===== config.mk =====
export PLATFORM = sky130hd
export DESIGN_NAME = fifo_burst_reader
export DESIGN_NICKNAME = d
export VERILOG_FILES = /design/src/rtl/fifo_burst_reader_pkg.sv /design/src/rtl/fifo_burst_reader_skid_buf.sv /design/src/rtl/fifo_burst_reader.sv
export SDC_FILE = /design/constraint.sdc
export NUM_CORES = 1
export LEC_CHECK = 0
export ABC_AREA = 1
export CAP_MARGIN = 20
export CORE_MARGIN = 3
export CORE_UTILIZATION = 51
export DETAILED_ROUTE_END_ITERATION = 10
export HOLD_SLACK_MARGIN = 0.12
export PLACE_DENSITY_LB_ADDON = 0.25
export SLEW_MARGIN = 20
export SYNTH_ARGS = -nofsm -noshare
export SYNTH_HDL_FRONTEND = slang
export SYNTH_SLANG_ARGS = --single-unit

===== constraint.sdc =====
create_clock -name rclk -period 1.6 [get_ports rclk]
set_input_delay 0.32 -clock rclk [delete_from_list [all_inputs] [get_ports rclk]]
set_output_delay 0.32 -clock rclk [all_outputs]
set_load 0.01 [all_outputs]

===== src/rtl/fifo_burst_reader_pkg.sv =====
// Shared definitions for the FIFO read-side burst reader.
// Contents:
//   state_e     : burst controller states (IDLE=0, RUN=1, DONE=2)
//   SKID_DEPTH  : number of entries in the output buffer
package fifo_burst_reader_pkg;

    typedef enum logic [1:0] {
        IDLE = 2'd0,
        RUN  = 2'd1,
        DONE = 2'd2
    } state_e;

    localparam int unsigned SKID_DEPTH = 2;

endpackage


===== src/rtl/fifo_burst_reader_skid_buf.sv =====
// Two-entry in-order buffer between the FIFO read port and the output stream.
// Ports:
//   clk_i, rst_i : clock, synchronous active-high reset (drops buffered words)
//   push_i/din_i : write din_i at the tail
//   pop_i        : remove the head word
//   occ_o        : occupancy 0..2
//   valid_o      : registered "occupancy non-zero"
//   head_o       : registered head word
module fifo_skid_buf
    import fifo_burst_reader_pkg::*;
#(
    parameter int unsigned DATA_WD = 8
) (
    input  logic               clk_i,
    input  logic               rst_i,
    input  logic               push_i,
    input  logic [DATA_WD-1:0] din_i,
    input  logic               pop_i,
    output logic [1:0]         occ_o,
    output logic               valid_o,
    output logic [DATA_WD-1:0] head_o
);

    logic [DATA_WD-1:0] head_q, head_d;
    logic [DATA_WD-1:0] tail_q, tail_d;
    logic [1:0]         occ_q, occ_d;
    logic               valid_q;
    logic               pop_ok, push_ok;

    // A push into a full buffer is only accepted when the head leaves on the same edge.
    assign pop_ok  = pop_i && (occ_q != 2'd0);
    assign push_ok = push_i && ((occ_q != 2'(SKID_DEPTH)) || pop_ok);

    always_comb begin
        head_d = head_q;
        tail_d = tail_q;
        occ_d  = occ_q;
        case (occ_q)
            2'd0: begin
                if (push_ok) begin
                    head_d = din_i;
                    occ_d  = 2'd1;
                end
            end
            2'd1: begin
                case ({push_ok, pop_ok})
                    2'b10: begin
                        tail_d = din_i;
                        occ_d  = 2'd2;
                    end
                    2'b01: occ_d = 2'd0;
                    2'b11: head_d = din_i;
                    default: ;
                endcase
            end
            2'd2: begin
                if (pop_ok) begin
                    head_d = tail_q;
                    if (push_ok) begin
                        tail_d = din_i;
                    end else begin
                        occ_d = 2'd1;
                    end
                end
            end
            default: occ_d = 2'd0;
        endcase
    end

    always_ff @(posedge clk_i) begin
        if (rst_i) begin
            head_q  <= '0;
            tail_q  <= '0;
            occ_q   <= '0;
            valid_q <= 1'b0;
        end else begin
            head_q  <= head_d;
            tail_q  <= tail_d;
            occ_q   <= occ_d;
            valid_q <= (occ_d != 2'd0);
        end
    end

    assign occ_o   = occ_q;
    assign valid_o = valid_q;
    assign head_o  = head_q;

endmodule


===== src/rtl/fifo_burst_reader.sv =====
// Burst reader: pulls a requested number of words from a FIFO read port and
// streams them out over a valid/ready interface through a 2-entry buffer.
// Ports:
//   rclk, rrst      : clock, synchronous active-high reset
//   start, len      : burst request and word count (sampled in IDLE only)
//   busy, done      : RUN-state flag, one-cycle completion pulse
//   rempty, rinc,
//   rdata           : FIFO read port (rinc pops rdata on the same edge)
//   m_valid, m_data,
//   m_ready         : output stream
//   words_out       : words accepted downstream in the current/last burst
module fifo_burst_reader
    import fifo_burst_reader_pkg::*;
#(
    parameter int unsigned DATA_WD = 8,
    parameter int unsigned LEN_WD  = 8
) (
    input  logic               rclk,
    input  logic               rrst,
    input  logic               start,
    input  logic [LEN_WD-1:0]  len,
    output logic               busy,
    output logic               done,
    input  logic               rempty,
    output logic               rinc,
    input  logic [DATA_WD-1:0] rdata,
    output logic               m_valid,
    output logic [DATA_WD-1:0] m_data,
    input  logic               m_ready,
    output logic [LEN_WD-1:0]  words_out
);

    state_e             state_q, state_d;
    logic [LEN_WD-1:0]  remaining_q, remaining_d;
    logic [LEN_WD-1:0]  words_out_q, words_out_d;
    logic [1:0]         occ;
    logic               rinc_w;
    logic               pop_w;

    // Fill decision uses only registered state and the FIFO flag, never m_ready.
    assign rinc_w = (state_q == RUN) && !rempty && (remaining_q != '0) && (occ != 2'(SKID_DEPTH));
    assign pop_w  = m_valid && m_ready;

    fifo_skid_buf #(
        .DATA_WD(DATA_WD)
    ) u_buf (
        .clk_i  (rclk),
        .rst_i  (rrst),
        .push_i (rinc_w),
        .din_i  (rdata),
        .pop_i  (pop_w),
        .occ_o  (occ),
        .valid_o(m_valid),
        .head_o (m_data)
    );

    always_comb begin
        state_d     = state_q;
        remaining_d = remaining_q;
        words_out_d = words_out_q;
        case (state_q)
            IDLE: begin
                if (start) begin
                    words_out_d = '0;
                    if (len != '0) begin
                        remaining_d = len;
                        state_d     = RUN;
                    end else begin
                        state_d = DONE;
                    end
                end
            end
            RUN: begin
                if (rinc_w) begin
                    remaining_d = remaining_q - LEN_WD'(1);
                end
                if (pop_w && (words_out_q != '1)) begin
                    words_out_d = words_out_q + LEN_WD'(1);
                end
                // Finish once nothing is left to fetch and the buffer empties on this edge.
                if ((remaining_q == '0) && ((occ == 2'd0) || ((occ == 2'd1) && pop_w))) begin
                    state_d = DONE;
                end
            end
            DONE:    state_d = IDLE;
            default: state_d = IDLE;
        endcase
    end

    always_ff @(posedge rclk) begin
        if (rrst) begin
            state_q     <= IDLE;
            remaining_q <= '0;
            words_out_q <= '0;
        end else begin
            state_q     <= state_d;
            remaining_q <= remaining_d;
            words_out_q <= words_out_d;
        end
    end

    assign rinc      = rinc_w;
    assign busy      = (state_q == RUN);
    assign done      = (state_q == DONE);
    assign words_out = words_out_q;

endmodule


# Word level (Yosys, flattened, before mapping)
# Cells that the tools add are included.
# word_totals
register_bits	37
inputBits	21
output_inout_bits	20
# op_classes
addsub	2
eq_ne	19
muxes	23
reduce_logical	27
# ops
op	count
two-way mux 8 bit	10
one-hot mux 8 bit (2 select lines)	3
one-hot mux 8 bit (3 select lines)	1
!= test 2 x 1 -> 1 bit, second input constant	8
nonzero test 8 bit	2
two-way mux 2 bit	6
AND reduction 4 bit	3
logical AND 1 bit	9
adder 8 x 1 -> 8 bit, second input constant	1
== test 2 bit, second input constant	4
zero test 8 bit	1
!= test 8 bit, second input constant	1
one-hot mux 2 bit (2 select lines)	2
nonzero test 2 bit	4
subtractor 8 x 1 -> 8 bit, second input constant	1
== test 2 x 1 -> 1 bit, second input constant	3
!= test 2 bit, second input constant	3
one-hot mux 2 bit (3 select lines)	1
zero test 2 bit	2
AND reduction 3 bit	1
nonzero test 3 bit	1
logical OR 1 bit	2
AND reduction 2 bit	1
zero test 1 bit	1

# Longest topological paths before layout
# Gate-level depths: netlist of the first run.
# logic_depth
word_depth	9
ltp_mapped	11
mapped_depth_nobuf	11

# Cells and area by module
# A second synthesis of the first run with hierarchy kept.
# unflattened
hier_cells	350
hier_area_um2	2152.1
# by_module_without_submodules
module	instances	cells_each	area_each_um2	seq_area_each_um2
fifo_burst_reader	1	201	1198.6	360.3
fifo_skid_buf	1	149	953.4	380.4

# Worst setup path before layout of the first run
# No wires, ideal clock.
# synth_path
path_kind	reg2reg
startpoint	register remaining_q[0]
endpoint	register u_buf.tail_q[0]
setup_ps	132
arrival_ps	1327
required_ps	1468
path_slack_ps	140
path_stages_with_launch	11
n_path_buf	0
synth_period_minus_slack_ps	1460
cell_sequence	dfxtp_1 > inv_1 > ha_1 > nand2_1 > nor2_1 > nand2_1 > nand3_2 > inv_2 > nand2_2 > nand2_1 > a21oi_1
# synth_between
elab_chain_cells	7
# synth_rtl
item	line	source
from (decl)	fifo_burst_reader.sv:34	logic [LEN_WD-1:0] remaining_q, remaining_d;
from (signal assigned)	fifo_burst_reader.sv:97	remaining_q <= remaining_d;
nonzero test 8 bit *	fifo_burst_reader.sv:41	assign rinc_w = (state_q == RUN) && !rempty && (remaining_q != '0) && (occ != 2'(SKID_DEPTH));
logical AND 1 bit * (2 in a row)	fifo_burst_reader.sv:41	
via rinc	fifo_burst_reader.sv:25	output logic rinc,
logical AND 1 bit *	fifo_burst_reader_skid_buf.sv:32	assign push_ok = push_i && ((occ_q != 2'(SKID_DEPTH)) || pop_ok);
== test 2 bit	fifo_burst_reader_skid_buf.sv:46	case ({push_ok, pop_ok})
!= test 2 x 1 -> 1 bit (no line)	n/a	
AND reduction 4 bit (no line) *	n/a	
to (signal assigned)	fifo_burst_reader_skid_buf.sv:78	tail_q <= tail_d;
to (decl)	fifo_burst_reader_skid_buf.sv:25	logic [DATA_WD-1:0] tail_q, tail_d;
# Mark *: on every way through the listed nets, which the timed path passes. The rest lies on a longest branch.
# A chain may end at the register's enable or synchronous reset.

# Worst setup path in the final report of the first run
# layout_path
startpoint	register state_q[0]
endpoint	output port rinc
# layout_between
elab_chain_cells	4
# layout_rtl
item	line	source
from (decl)	fifo_burst_reader.sv:33	state_e state_q, state_d;
from (signal assigned)	fifo_burst_reader.sv:96	state_q <= state_d;
== test 2 x 1 -> 1 bit	fifo_burst_reader.sv:41	
logical AND 1 bit (3 in a row)	fifo_burst_reader.sv:41	
to (decl)	fifo_burst_reader.sv:25	
# Every way passes these cells.

==> results.md, run 1 <==
- The clock input transition at the sequential cells of the worst setup and hold paths is 0.07 ns.
- The setup-violating endpoint count in the final report is 0.
- The clock tree synthesis step divided the H-tree into 2 levels.
- The longest clock path from root to sink contains 2 buffers.
- The number of buffers added on ports is 40.
- For this run, the detailed router's first-pass iteration total came to 5.
- In the routed layout, each cell is associated on average with a via count of 5.115.
- STA classifies the critical path startpoint as a flip-flop.
- The run finished with clean final reports.
- The first-pass GRT wire length is 9211 um.
- Once the floorplan was initialized, standard cells occupied 54.14% of the core.
- The congestion estimate from routability-driven global placement came to 0.8400.
- The library cell appearing most often on the critical path is sky130_fd_sc_hd__inv_2.
- The synthesized netlist net count is 356.
- The delay of the slowest cell on the worst path is 0.37 ns.
- The die extent in x is 69.04 um.
- For this run, design rule violations remaining after detail routing come to 0.
- Global routing used 23.47% of the available tracks.
- The worst-path cell with the longest stage delay is sky130_fd_sc_hd__dfxtp_1.
- The netlist uses 26 different library cells.
- Measured against its own limit, the worst slew margin works out to 64.63%.
- The synthesis-to-layout area growth is 48.70%.
- The max-cap violation count is 0.
- In the final routing, the length of wire on met1 measures 2608 um.
- The critical path class is flip-flop to output port.
- A synthesized cell averages 6.087 um2.
- In the final routed layout, each cell accounts on average for 12.90 um.
- The sequential share of the synthesized area is 36.54%.
- Wire segments on met2 add up to 3053 um in the final route.
- Based on the critical path, the design can be clocked at up to 625.1 MHz.
- The repair_antennas step left the layout with diodes totalling 0.
- TritonCTS built the clock tree.
- The number of pins exceeding their max-slew limit in the final report is 0.
- In this design, the largest share of critical-path delay is due to flip-flops.
- The overall routed net length is 6052 um.
- The post-route clock skew is 0.006890 ns.
- In the detailed route, the total length drawn on met3 is 264 um.
- Counting every sink on the clock net gives 37.
- The HPWL after detailed placement is 3887 um.
- In this run, the number of DRC markers left after iteration 0 of detailed routing was 155.
- 41 I/O pins were placed.
- The number of placement rows is 22.
- The height of the chip is 69.04 um.
- Data on the critical path arrives at its endpoint at 1.28 ns.
- Counting both buffers and inverters, the worst setup path holds a total of 4.
- The post-route worst hold slack is 0.4609 ns.
- For this design the ratio of total power to cell area is 1149 nW/um2.
- Clock latency on the worst-skew pair, taken at its later pin, is 0.29 ns.
- The static power due to leakage is 1.422 nW.
- The category of the worst setup path capture point is an output port.
- The summed instance area of the synthesized netlist is 2027 um2.
- Of the available clock period, the critical path in the final layout requires 99.98%.
- VDD sags by at most 734.4 uV.
- In the final timing run, aggregate negative setup slack is 0 ns.
- Signal routing reaches up to met4.
- The finished cells cover 3014 um2.
- The net count of the finished layout is 444.
- Subtracting the final worst setup slack from the clock period gives 1.600 ns.
- The largest fanout on the critical path is 2.
- The die area is 4767 um2.
- The number of global-route vias before repair is 2,187.
- The pin count of the biggest net entering global routing is 19.
- The count of nets left with antenna violations once routing finished came out at 0.
- The synthesized design contains 37 register bits.
- In the synthesized netlist, the number of instances is 333.
- Clock tree synthesis inserted a total of 5 buffers.
- The cell area after placement is 2753 um2.
- The worst endpoint required time is 1.28 ns.
- The count of vias placed by the detailed router is 2,399.
- The signal on the critical path passes through inv_2 -> nor2_4 -> inv_2 -> nor2_4 -> nand3_2 -> inv_2 -> buf_6.
- Summed over all layers, the global routing overflow is 0.
- For this run, the share of the core covered by cells in the final layout is 80.51%.
- The count of final hold-check violations came to 0.
- The number of antenna violations at the first check in global routing is 0.
- The core region is 3744 um2.
- The class of the tightest hold or removal check is flip-flop to flip-flop.
- The slew at the pin with the worst max-slew slack is 0.5300 ns.
- The fraction of final layout cells with drive strength greater than 1 is 20.43%.
- Setup repair after global routing could not meet its margin everywhere.
- The total of warnings raised by yosys is 0.
- CTS placed an instance of sky130_fd_sc_hd__clkbuf_8 at the clock tree root.
==> stage by stage <==
stage | worst slack (ns) | power, mW | std cells
after detailed placement | -0.2935 | 2.404 | 454
final | 0.0003794 | 3.462 | 469
after global routing | -0.07596 | 3.654 | 469
after global placement | -0.2835 | 2.376 | 454
after CTS | -0.1861 | 3.222 | 461
after floorplan | 0.1403 | 1.819 | 333
==> registers in the layout (all words and copies together), names as in the netlist <==
register	count
u_buf.occ_o	2
words_out	8
u_buf.tail_q	8
u_buf.valid_o	1
remaining_q	8
state_q	2
u_buf.head_o	8
==> final timing paths <==
path	start	cells after the start	slack [ns]	endpoint
max	state_q[0]$_SDFFE_PP0P_	7	0.0004	rinc
min reg2reg	u_buf.tail_q[1]$_SDFFE_PP0P_	2	0.46	u_buf.tail_q[1]$_SDFFE_PP0P_
min	u_buf.tail_q[1]$_SDFFE_PP0P_	2	0.46	u_buf.tail_q[1]$_SDFFE_PP0P_
max reg2reg	remaining_q[1]$_SDFFE_PP0P_	11	0.07	u_buf.head_o[6]$_SDFFE_PP0P_
==> worst reg2reg max path, cell delays in order (launching register included) <==
cell	delay, ns
sky130_fd_sc_hd__dfxtp_2	0.33
sky130_fd_sc_hd__inv_2	0.07
sky130_fd_sc_hd__ha_4	0.15
sky130_fd_sc_hd__nand2_4	0.05
sky130_fd_sc_hd__nor2_4	0.09
sky130_fd_sc_hd__nand2_2	0.07
sky130_fd_sc_hd__buf_4	0.14
sky130_fd_sc_hd__nand3_1	0.08
sky130_fd_sc_hd__nand2_2	0.08
sky130_fd_sc_hd__buf_4	0.17
sky130_fd_sc_hd__o21ai_1	0.15
sky130_fd_sc_hd__nor2_1	0.06
==> routing by layer <==
layer,global-route usage (%),up-vias
met5,0,-
met1,28.94,1094
li1,-,1228
met4,8.894,0
met2,39.09,63
met3,5.977,14
==> final cells by class <==
class | count | area [um2]
clock buffer | 5 | 68.82
clock inverter | 2 | 35.03
fill | 272 | 729.5
inverter | 36 | 135.1
multi-input combinational | 256 | 1214
sequential | 37 | 749.5
tap | 48 | 60.06
timing repair buffer | 85 | 752.0
==> power breakdown <==
part	total [mW]	internal, mW	leakage [nW]	switching [mW]
combinational	1.57	0.715	1.06	0.853
sequential	1.12	1.04	0.305	0.0756
clock	0.777	0.453	0.0540	0.324
==> repair_timing <==
action / CTS / global route
endpoints found under the setup margin: 14 / 36
gates cloned: 0 / 1
resized for setup: 16 / 29
hold buffers: 0 / 0
pin swaps: 2 / 5
buffers inserted: 0 / 8
==> cells by family (layout without fill, tap and decap cells) <==
logic type	after synthesis	in the layout	synth area share (%)
and+or+nand+nor	212	213	43.83
buffers and inverters	41	128	7.654
AOI/OAI and AO/OA	40	40	10.31
adders and majority gates	2	2	1.234
DFF	37	37	36.54
xor gates and xnor gates	1	1	0.4322
==> placed cells by master (no fill, tap or decap), types with 2 or more instances in the layout <==
cell / instances
sky130_fd_sc_hd__nor3_1: 2
sky130_fd_sc_hd__nor2_4: 3
sky130_fd_sc_hd__nand3_1: 30
sky130_fd_sc_hd__inv_1: 27
sky130_fd_sc_hd__buf_4: 44
sky130_fd_sc_hd__nor2_1: 56
sky130_fd_sc_hd__nand2_8: 2
sky130_fd_sc_hd__clkdlybuf4s50_1: 35
sky130_fd_sc_hd__nand2_2: 5
sky130_fd_sc_hd__nand2_4: 2
sky130_fd_sc_hd__o21ai_0: 9
sky130_fd_sc_hd__dlygate4sd2_1: 2
sky130_fd_sc_hd__dfxtp_1: 30
sky130_fd_sc_hd__a21oi_1: 20
sky130_fd_sc_hd__or2_2: 2
sky130_fd_sc_hd__nand2_1: 105
sky130_fd_sc_hd__clkbuf_8: 5
sky130_fd_sc_hd__dfxtp_2: 7
sky130_fd_sc_hd__clkinv_1: 2
sky130_fd_sc_hd__inv_2: 7
sky130_fd_sc_hd__nand4_1: 2
sky130_fd_sc_hd__o21ai_1: 6
==> cells in the mapped netlist <==
| master | number | area (um2) |
|---|---|---|
| sky130_fd_sc_hd__a21oi_2 | 1 | 8.760 |
| sky130_fd_sc_hd__clkinv_1 | 2 | 7.510 |
| sky130_fd_sc_hd__o22ai_1 | 1 | 6.260 |
| sky130_fd_sc_hd__or2_2 | 2 | 12.51 |
| sky130_fd_sc_hd__inv_2 | 4 | 15.01 |
| sky130_fd_sc_hd__a21oi_1 | 20 | 100.1 |
| sky130_fd_sc_hd__nor4_1 | 1 | 6.260 |
| sky130_fd_sc_hd__nand2_4 | 1 | 11.26 |
| sky130_fd_sc_hd__a31oi_1 | 1 | 6.260 |
| sky130_fd_sc_hd__nand3_2 | 1 | 10.01 |
| sky130_fd_sc_hd__o21ai_0 | 16 | 80.08 |
| sky130_fd_sc_hd__nand3b_1 | 1 | 7.510 |
| sky130_fd_sc_hd__dfxtp_1 | 37 | 740.7 |
| sky130_fd_sc_hd__nand2_2 | 3 | 18.77 |
| sky130_fd_sc_hd__nor3_1 | 2 | 10.01 |
| sky130_fd_sc_hd__ha_1 | 2 | 25.02 |
| sky130_fd_sc_hd__inv_1 | 30 | 112.6 |
| sky130_fd_sc_hd__clkbuf_1 | 4 | 15.01 |
| sky130_fd_sc_hd__nor2_1 | 58 | 217.7 |
| sky130_fd_sc_hd__nand3_1 | 30 | 150.1 |
| sky130_fd_sc_hd__nand2_1 | 109 | 409.1 |
| sky130_fd_sc_hd__nand4_1 | 2 | 12.51 |
| sky130_fd_sc_hd__o21bai_1 | 1 | 7.510 |
| sky130_fd_sc_hd__nor2_4 | 2 | 22.52 |
| sky130_fd_sc_hd__xor2_1 | 1 | 8.760 |
| sky130_fd_sc_hd__buf_2 | 1 | 5.000 |
Note: power is estimated with default switching activity, not from simulation.
==> run 2, diff against run 1 <==
- CAP_MARGIN: 20 -> 10
- GPL_ROUTABILITY_DRIVEN: default -> 0
==> results of run 2 <==
Final layout, timing and power as in run 1 (identical DEF).
